===== config.mk =====
export PLATFORM = sky130hd
export DESIGN_NAME = alu_share_arbiter
export DESIGN_NICKNAME = d
export VERILOG_FILES = /design/src/rtl/alu_share_arbiter.sv
export SDC_FILE = /design/constraint.sdc
export NUM_CORES = 1
export LEC_CHECK = 0
export BUFFER_PORTS_ARGS = -buffer_cell sky130_fd_sc_hd__buf_2
export CAP_MARGIN = 30
export CORE_ASPECT_RATIO = 0.6
export CORE_UTILIZATION = 25
export DETAILED_ROUTE_END_ITERATION = 6
export GPL_TIMING_DRIVEN = 0
export SETUP_SLACK_MARGIN = 0.05
export SYNTH_ARGS = -nofsm -noshare
export SYNTH_HDL_FRONTEND = slang
export SYNTH_SLANG_ARGS = --single-unit
export TNS_END_PERCENT = 100

===== constraint.sdc =====
create_clock -name clk_i -period 1.7 [get_ports clk_i]
set_clock_uncertainty 0.2 [all_clocks]
set_input_delay 0.255 -clock clk_i [delete_from_list [all_inputs] [get_ports clk_i]]
set_output_delay 0.255 -clock clk_i [all_outputs]
set_load 0.02 [all_outputs]

===== src/rtl/alu_share_arbiter.sv =====
// alu_share_arbiter: round-robin sharing of one external combinational ALU among NUM_REQ requesters.
// One op in flight: IDLE grants, EXEC drives the ALU from operand flops, RESP holds the registered result.
module alu_share_arbiter #(
    parameter int NUM_REQ = 2,
    parameter int DATA_W  = 32,
    parameter int CTRL_W  = 3,
    parameter int ID_W    = 2
) (
    input  logic                      clk_i,
    input  logic                      rst_i,
    input  logic [NUM_REQ-1:0]        req_valid_i,
    output logic [NUM_REQ-1:0]        req_ready_o,
    input  logic [NUM_REQ*DATA_W-1:0] req_data1_i,
    input  logic [NUM_REQ*DATA_W-1:0] req_data2_i,
    input  logic [NUM_REQ*CTRL_W-1:0] req_ctrl_i,
    output logic [DATA_W-1:0]         alu_data1_o,
    output logic [DATA_W-1:0]         alu_data2_o,
    output logic [CTRL_W-1:0]         alu_ctrl_o,
    input  logic [DATA_W-1:0]         alu_data_i,
    output logic                      rsp_valid_o,
    input  logic                      rsp_ready_i,
    output logic [ID_W-1:0]           rsp_id_o,
    output logic [DATA_W-1:0]         rsp_data_o,
    output logic                      rsp_zero_o
);
    typedef enum logic [1:0] {IDLE, EXEC, RESP} state_t;
    state_t            r_state, w_next;
    logic [ID_W-1:0]   r_rr_ptr, r_id, w_hi_id, w_lo_id, w_grant_id;
    logic              w_hi_vld, w_lo_vld, w_accept;
    logic [DATA_W-1:0] r_data1, r_data2, r_rsp_data, w_data1, w_data2;
    logic [CTRL_W-1:0] r_ctrl, w_ctrl;
    // Lowest valid index at or above the pointer wins; otherwise wrap to the lowest valid index.
    always_comb begin
        w_hi_vld = 1'b0;
        w_hi_id  = '0;
        w_lo_vld = 1'b0;
        w_lo_id  = '0;
        for (int i = NUM_REQ - 1; i >= 0; i--) begin
            if (req_valid_i[i]) begin
                w_lo_vld = 1'b1;
                w_lo_id  = ID_W'(i);
                if (ID_W'(i) >= r_rr_ptr) begin
                    w_hi_vld = 1'b1;
                    w_hi_id  = ID_W'(i);
                end
            end
        end
    end
    assign w_grant_id = w_hi_vld ? w_hi_id : w_lo_id;
    assign w_accept   = (r_state == IDLE) && w_lo_vld;
    always_comb begin
        req_ready_o = '0;
        w_data1     = '0;
        w_data2     = '0;
        w_ctrl      = '0;
        for (int i = 0; i < NUM_REQ; i++) begin
            if (w_grant_id == ID_W'(i)) begin
                req_ready_o[i] = w_accept;
                w_data1        = req_data1_i[i*DATA_W +: DATA_W];
                w_data2        = req_data2_i[i*DATA_W +: DATA_W];
                w_ctrl         = req_ctrl_i[i*CTRL_W +: CTRL_W];
            end
        end
    end
    always_comb begin
        w_next = (r_state == IDLE) ? (w_lo_vld ? EXEC : IDLE) :
                 (r_state == EXEC) ? RESP :
                 (rsp_ready_i ? IDLE : RESP);
    end
    always_ff @(posedge clk_i) begin
        if (rst_i)
            r_state <= IDLE;
        else
            r_state <= w_next;
    end
    always_ff @(posedge clk_i) begin
        if (rst_i) begin
            r_data1    <= '0;
            r_data2    <= '0;
            r_ctrl     <= '0;
            r_id       <= '0;
            r_rsp_data <= '0;
            r_rr_ptr   <= '0;
        end else begin
            if (w_accept) begin
                r_data1 <= w_data1;
                r_data2 <= w_data2;
                r_ctrl  <= w_ctrl;
                r_id    <= w_grant_id;
            end
            if (r_state == EXEC)
                r_rsp_data <= alu_data_i;
            if (r_state == RESP && rsp_ready_i)
                r_rr_ptr <= (r_id == ID_W'(NUM_REQ - 1)) ? '0 : r_id + 1'b1;
        end
    end
    assign alu_data1_o = r_data1;
    assign alu_data2_o = r_data2;
    assign alu_ctrl_o  = r_ctrl;
    assign rsp_valid_o = (r_state == RESP);
    assign rsp_id_o    = r_id;
    assign rsp_data_o  = r_rsp_data;
    assign rsp_zero_o  = (r_rsp_data == '0);
endmodule


Yosys cells after proc, flatten, opt, wreduce, memory -nomap -nowiden
Cells that the tools add are included.
{"block": "classes", "add_sub_neg": 1, "order_cmp": 2, "n_reduce_logical": 5, "n_mux": 26, "eq_ne": 4}
{"op": "$mux 32", "count": 4}
{"op": "$logic_not 32->1", "count": 1}
{"op": "$mux 2", "count": 8}
{"op": "$mux 1", "count": 12}
{"op": "$eq 2x1->1 const B", "count": 3}
{"op": "$mux 3", "count": 2}
{"op": "$ge 1x2->1 const A", "count": 2}
{"op": "$logic_not 2->1", "count": 2}
{"op": "$add 2x1->2 const B", "count": 1}
{"op": "$eq 2x2->1 const B", "count": 1}
{"op": "$logic_and 1x1->1", "count": 2}
{"block": "word_totals", "output_inout_bits": 105, "inputBits": 171, "word_cells": 45, "reg_bits": 105}

Depth between registers and ports, before layout
Gate-level depths: netlist of the first run.
{"block": "logic_depth", "depth_word": 9, "ltp_mapped": 7, "mapped_depth_nobuf": 3}

Least setup slack after synthesis of the first run
No wires, ideal clock.
{"block": "synth_timing", "kind": "flip-flop to output port", "startpoint": "register r_state[0]", "endpoint": "output req_ready_o[0]", "required_time_ns": 1.245, "arrival_time_ns": 1.326, "stages_incl_launch_ff": 7, "path_slack_ns": -0.081, "path_buffers": 3, "cell_sequence": "dfxtp_1 -> buf_6 -> nor2_8 -> buf_4 -> buf_2 -> o21ai_1 -> a21oi_1"}
{"block": "synth_via", "elab_chain_cells": 3}
{"item": "start, declared", "line": "27", "text": "state_t r_state, w_next;"}
{"item": "start signal, assigned", "line": "74", "text": "r_state <= w_next;"}
{"item": "$logic_not 2->1", "line": "50", "text": "assign w_accept = (r_state == IDLE) && w_lo_vld;"}
{"item": "$logic_and 1x1->1", "line": "50"}
{"item": "$mux 1", "line": "57", "text": "if (w_grant_id == ID_W'(i)) begin"}
{"item": "end, declared", "line": "12", "text": "output logic [NUM_REQ-1:0] req_ready_o,"}
Every way passes these cells.

Final worst setup path of the first run
Same ends and word-level chain as after synthesis.

==> results.md, run 1 <==
- Mux contribution to synthesized area: 0%
- Final number of max-transition violations: 0
- Vias in the first global route: about 6500
- CP Max Fanout: 7
- Post-Syn Area: between 4000 and 5000 sq um
- Die Span X: ~180 um
- Die ar.: between 20000 and 25000 sq um
- Setup-failing EPs final: 31
- DRC Markers: 0
- HP Class: in -> reg
- Mean Syn Cell Area: between 8 and 9 sq um
- Cells along the critical path: nor2_8 > buf_8 > buf_8 > o21ai_4 > a21oi_2 > buf_6
- Synth top area share: 42.29%
- Net Count, Synth: 760
- Most common cell on crit path: buf_8
- Static Leak: roughly 0.0038 uW
- Initial Utilization: between 20% and 30%
- Failing checks: negative setup slack
- Synth Area in Simple Gates: ~17%
- Buf+Inv Stages, Crit Path: 3
- Worst Tran Pin Value: 0.9103 ns
- Yosys Warn Count: 0
- Top Ports: approximately 280
- Post-Route WL: around 25 mm
- Core area: roughly 19000 sq um
- Crit path from: r_state[0]
- CTS root buf: clkbuf_16
- RSZ-0062 raised after global routing: yes
- Post-synth EDFFs: 0
- Power Density: 835.6 nW/um^2
- Yosys reg bits: around 100
- # Max-Cap Violations: 0
- Tot GR Track Use: 23.71%
- ANT nets after route: 0
- Port-buffer cells: approximately 270
- Startpoint Class: register
- Crit path DAT: around 1.4 ns
- Slew headroom: a little under 40%
- Die Y: approximately 110 um
- Grt ovf: 0
- Clock tree from TritonCTS: yes
- Period utilization: 110.9%
- H-tree levels: 3
- Top FF cell, synth: dfxtp_1
- Worst reg2reg path startpoint: r_state[1]
- Cts bufs inserted: 9
- Post-synthesis compound-gate area fraction: a little under a third
- Power Total: just under 8000 uW
- Routed vias: approximately 7000
- Layout cells sized above 1: approximately 45%
- Fin crit period: approximately 1.9 ns
- Peak supply drop: ~0.00054 V
- Initial antenna violation count: 0
- CTS sink count: around 100
- Post-synthesis sequential area ratio: between 40% and 50%
- First-pass GRT wire length: 36.61 mm
- Post-synth top area cell: dfxtp_1
- Iteration-0 DRC Markers: slightly below 500
- Fmax achieved: roughly 530 MHz
- Most frequent cells after synthesis: dfxtp_1 (103), nand4_1 (69), a31oi_1 (67), o2111ai_1 (67), nand2_1 (66)
- Hold Fails Final Rpt: 0
- Setup tns final: -0.6895 ns
- Largest family of logic cells by synthesized area: compound AO/OA/AOI/OAI gates
- Clk pin slew, worst setup/hold paths: roughly 0.080 ns
- Area grow syn2layout: 89.43%
- Final worst setup slack: -0.1845 ns
- Slowest CP cell: dfxtp_4
- Most frequent cell after synthesis: dfxtp_1
- Clk buf depth: 2
- Ant diodes: 0
- Status: complete, but fails checks
- Detailed placement HPWL: around 16 mm
- Drt first pass iters: 4
- Largest net degree at the start of global routing: 20
- Req. time, crit path: approximately 1.2 ns
- Netlist cell types: 28
- Hold wc startpoint: req_data1_i[28]
- FFs w/ async S/R, synth: 0%
- Clock Latency Late Sink: between 0.3 and 0.4 ns
- Drt wl/cell: 18.90 um
- Crit path max-delay family: flip-flops
- GP Congestion: just over 0.8
- Post-Synth Adder-Cell Area: 0%
- Mapped Cells: 589
- DR vias/cell: approximately 5.3
- Filler cell count: between 1500 and 2000
- Post-Synth XOR/XNOR Area: 0%
- CP max stage delay: about 0.38 ns
- Site Rows: 39
- Nets: between 1000 and 1500
- Kind of critical path: reg -> out
- Synth area leaders: dfxtp_1 (42%), o2111ai_1 (12%), nand4_1 (8.9%)
- Crit path capture type: output pin
[metal layers]
metal / up-vias / GRT usage (%) / part of all wire [%]
met5: - / 0 / 0
met4: 0 / 5.522 / 1.2
met3: 24 / 5.585 / 7.5
met2: 353 / 37.44 / 44
met1: 3247 / 32.69 / 47
li1: 3200 / - / -
[kinds of logic after synthesis]
kind of cell / after synthesis
flops: 103
other cells: 1
compound gates: 239
simple gates: 155
buf+inv: 91
[placed cells by master (no fill, tap or decap), drive strengths merged]
| cell type | instances |
|---|---|
| o21ai | 70 |
| nand2 | 66 |
| or3 | 1 |
| or2 | 1 |
| nand3 | 1 |
| nor2 | 5 |
| clkinvlp | 2 |
| dfxtp | 103 |
| nor2b | 1 |
| clkbuf | 60 |
| a21oi | 35 |
| conb | 1 |
| and2b | 1 |
| o2111ai | 67 |
| clkinv | 1 |
| buf | 332 |
| inv | 7 |
| nand2b | 1 |
| nand4 | 69 |
| dlygate4sd3 | 131 |
| or2b | 1 |
| a31oi | 67 |
| nor4 | 8 |
[final timing paths]
path | to | slack [ns] | cells after the start
min | alu_data1_o[28] | 0.008 | 3
max | req_ready_o[0] | -0.18 | 6
min reg2reg | rsp_data_o[21] | 0.28 | 2
max reg2reg | alu_data1_o[16] | -0.02 | 7
[area by class of cell]
class / count / area [sq um] / area share [%]
clock inverter: 7 / 63.81 / 0.6909
tap: 266 / 332.8 / 3.603
buffer: 83 / 658.1 / 7.125
timing repair buffer: 431 / 3079 / 33.34
clock buffer: 9 / 225.2 / 2.438
inverter: 3 / 11.26 / 0.1219
multi-input combinational: 395 / 2780 / 30.10
sequential: 103 / 2086 / 22.58
[report_power, final]
group          leakage (uW)  switching (uW)  internal [uW]  total (uW)
sequential         0.000851             188           2630        2810
clock              0.000136            1090           1030        2130
combinational       0.00279            1470           1310        2780
total               0.00378            2750           4960        7720
[tightest hold or removal path: cells and delay by family]
kind                   cells  cell delay, ns
AO/OA/AOI/OAI              2            0.16
buffers and inverters      1            0.10
[registers in the layout, summed over array words and instances (netlist names)]
| register | cells |
|---|---|
| alu_data1_o | 32 |
| r_rr_ptr | 1 |
| alu_ctrl_o | 3 |
| r_state | 2 |
| rsp_id_o | 1 |
| alu_data2_o | 32 |
| rsp_data_o | 32 |
[metrics by stage]
stage                     instance area [sq um]  hold slack [ns]  instances  util, %  setup WS (ns)
after floorplan                            4882           0.1910        589        -        0.06916
after global placement                     6571           0.2607       1126    34.44        -0.3139
after detailed placement                   6571           0.2661       1126    34.44        -0.3272
after CTS                                  9148        0.0003850       1299    47.94        -0.2529
after global routing                       9236        0.0005576       1297    48.41        -0.2598
final                                      9236         0.008045       1297    48.41        -0.1845
[repair_timing]
action	in CTS	in global routing
pin swaps	75	92
hold endpoints to repair	90	0
hold buffers	131	0
gates resized for setup	219	58
setup endpoints to repair	71	103
gates cloned	8	0
setup buffers	19	5
Note: power is estimated with default switching activity, not from simulation.
==> run 2: changes to the inputs <==
--- a/config.mk
+++ b/config.mk
@@ -7,7 +7,6 @@
 export LEC_CHECK = 0
 export BUFFER_PORTS_ARGS = -buffer_cell sky130_fd_sc_hd__buf_2
 export CAP_MARGIN = 30
-export CORE_ASPECT_RATIO = 0.6
 export CORE_UTILIZATION = 25
 export DETAILED_ROUTE_END_ITERATION = 6
 export GPL_TIMING_DRIVEN = 0
==> run 2 against run 1 <==
The flow still finishes with violations (negative setup slack). Hold slack about the same. Utilization hardly changed. Routed wire length down 0.40%. Sequential cell count is the same. First-iteration DRC count decreased by 36%. Critical endpoint unchanged. Largest power group unchanged.
==> results.md, run 2 (same netlist as run 1, synthesis figures left out) <==
- Port-buffer cells: 271 (unchanged)
- Reg power frac: 37.2% (+0.7 points)
- CP max stage delay: 0.38 ns (about the same)
- Static Leak: 0.003760 uW (-0.50%)
- Most frequent cells in the layout: buf_2 (286), dlygate4sd3_1 (145), dfxtp_1 (97), nand4_1 (69), o2111ai_1 (67)
- Crit path DAT: 1.46 ns (+0.03 ns)
- CTS sink count: 103 (unchanged)
- Worst reg2reg path startpoint: r_state[1]
- Period utilization: 112.4% (+1.6 points)
- Clk pin slew, worst setup/hold paths: 0.08 ns (about the same)
- Die Span X: 141.7 um (-22%)
- Clk pwr share: 27.3% (-0.2 points)
- Power Internal: 4883 uW (-1.6%)
- Status: complete, but fails checks
- H-tree levels: 3 (unchanged)
- Failing checks: negative setup slack
- Grt ovf: 0 (unchanged)
- Final number of max-transition violations: 0 (unchanged)
- Hold wc startpoint: req_data1_i[17]
- Commonest non-fill, non-tap cell in the layout: buf_2
- Routed vias: 6999 (+2.6%)
- Iteration-0 DRC Markers: 317 (-36%)
- Core area: 18890 sq um (-0.98%)
- Fmax achieved: 523.3 MHz (-1.4%)
- Slowest CP cell: dfxtp_4
- Cells along the critical path: nor2_8 > buf_8 > buf_8 > o21ai_4 > a21oi_2 > buf_6
- Crit path from: r_state[0]
- Nets: 1210 (+1.1%)
- Net Sw Frac: 35.19% (-0.48 points)
- Initial antenna violation count: 0 (unchanged)
- Slew headroom: 45.48% (+6.2 points)
- Placed cell count: 1120 (-0.53%)
- Cts bufs inserted: 9 (unchanged)
- Hold path depth: 3 (unchanged)
- Net Switching: 2651 uW (-3.7%)
- Kind of critical path: reg -> out
- Startpoint Class: register
- Final worst setup slack: -0.2109 ns (-0.02638 ns)
- Hold Fails Final Rpt: 0 (unchanged)
- Vias in the first global route: 6763 (+4.1%)
- Die Y: 141.7 um (+29%)
- Worst R2R Path Depth: 7 (unchanged)
- Fin crit period: 1.911 ns (+0.02638 ns)
- Drt wl/cell: 18.71 um (-1.0%)
- Layout cells sized above 1: 43.10% (-1.7 points)
- Setup-failing EPs final: 55 (+77%)
- Die ar.: 20070 sq um (about the same)
- WHS Endpoint: alu_data1_o[17]
- Peak supply drop: 0.0004446 V (-17%)
- Post-Layout Cell Count: 1305 (+0.62%)
- Crit path capture type: output pin
- ANT nets after route: 0 (unchanged)
- Power Total: 7535 uW (-2.4%)
- Power Density: 823.3 nW/um^2 (-1.5%)
- RSZ-0062 raised after global routing: yes
- Clock tree from TritonCTS: yes
- First-pass GRT wire length: 36.31 mm (-0.83%)
- Detailed placement HPWL: 15.64 mm (-4.2%)
- CP Max Fanout: 7 (unchanged)
- CTS root buf: clkbuf_16
- DRC Markers: 0 (unchanged)
- Site Rows: 50 (+28%)
- Drt first pass iters: 5 (+1)
- R2r setup slk: -0.16 ns (-0.14 ns)
- HP Class: in -> reg
- Clock Latency Late Sink: 0.35 ns (about the same)
- Largest net degree at the start of global routing: 19 (-5.0%)
- # Max-Cap Violations: 0 (unchanged)
- Initial Utilization: 25.81% (+0.25 points)
- Comb pwr share: 35.5% (-0.5 points)
- Clk buf depth: 2 (unchanged)
- Worst Tran Pin Value: 0.8178 ns (-0.09249 ns)
- Top Ports: 276 (unchanged)
- Most common cell on crit path: buf_8
- Final design utilization: 48.44% (about the same)
- Worst R2R End: alu_data2_o[1]
- DR vias/cell: 5.363 (+1.9%)
- Post-Route WL: 24.41 mm (-0.40%)
- Req. time, crit path: 1.24 ns (about the same)
- Area grow syn2layout: 87.68%
- Tot GR Track Use: 23.41% (-0.30 points)
- GP Congestion: 0.7884 (-5.1%)
[run 2: layer usage]
layer  up-vias  wire (um)  track usage, %
li1       3225          -               -
met1      3270      10100           28.78
met2       426      11570           39.05
met3        78       1793           4.590
met4         0        958           11.54
met5         -          0               0
[run 2: how the worst max path moves through the flow]
stage	endpoint	depth (start not counted)
global route	req_ready_o[0]	6
floorplan	req_ready_o[0]	6
finish	req_ready_o[0]	6
global placement	req_ready_o[0]	7
detailed placement	req_ready_o[0]	7
CTS	req_ready_o[0]	7
[run 2: worst max-delay path, delay by kind of cell, from the launching register on]
kind | cells | cell delay, ns
buffers and inverters | 3 | 0.36
DFF | 1 | 0.38
and+or+nand+nor | 1 | 0.16
AOI/OAI and AO/OA | 2 | 0.20
[run 2: power groups by stage]
stage | sequential [uW] | clock [uW] | combinational, uW
after detailed placement | 2800 | 0 | 1850
after floorplan | 3030 | 0 | 849
after global placement | 2800 | 0 | 1850
after CTS | 2780 | 2090 | 2610
after global routing | 2830 | 2200 | 2840
final | 2810 | 2050 | 2670
[run 2: cell type report]
type	count	area, sq um
Fill cell	1788	9742
Tap cell	260	325.3
Buffer	86	601.8
Clock buffer	9	225.2
Antenna cell	1	2.502
Inverter	3	11.26
Clock inverter	7	53.80
Multi-Input combinational cell	395	2703
Timing Repair Buffer	441	3154
Sequential cell	103	2074
[run 2: timing repair]
| action | 4_1_cts | 5_1_grt |
|---|---|---|
| gates resized for setup | 171 | 43 |
| pin swaps | 78 | 55 |
| setup endpoints to repair | 65 | 103 |
| setup buffers | 14 | 3 |
| endpoints found under the hold margin | 97 | 0 |
| gates cloned | 8 | 0 |
| hold buffers | 145 | 0 |
[run 2: metrics by stage]
stage	hold slack (ns)	setup TNS, ns	setup WS, ns	cell area (sq um)
6_report	0.008265	-2.786	-0.2109	9151
5_1_grt	0.003906	-6.178	-0.2581	9149
4_1_cts	0.0007648	-8.349	-0.2831	9027
3_5_place_dp	0.2628	-6.334	-0.3009	6564
3_3_place_gp	0.2568	-6.067	-0.2816	6564
2_1_floorplan	0.1910	0	0.06916	4882
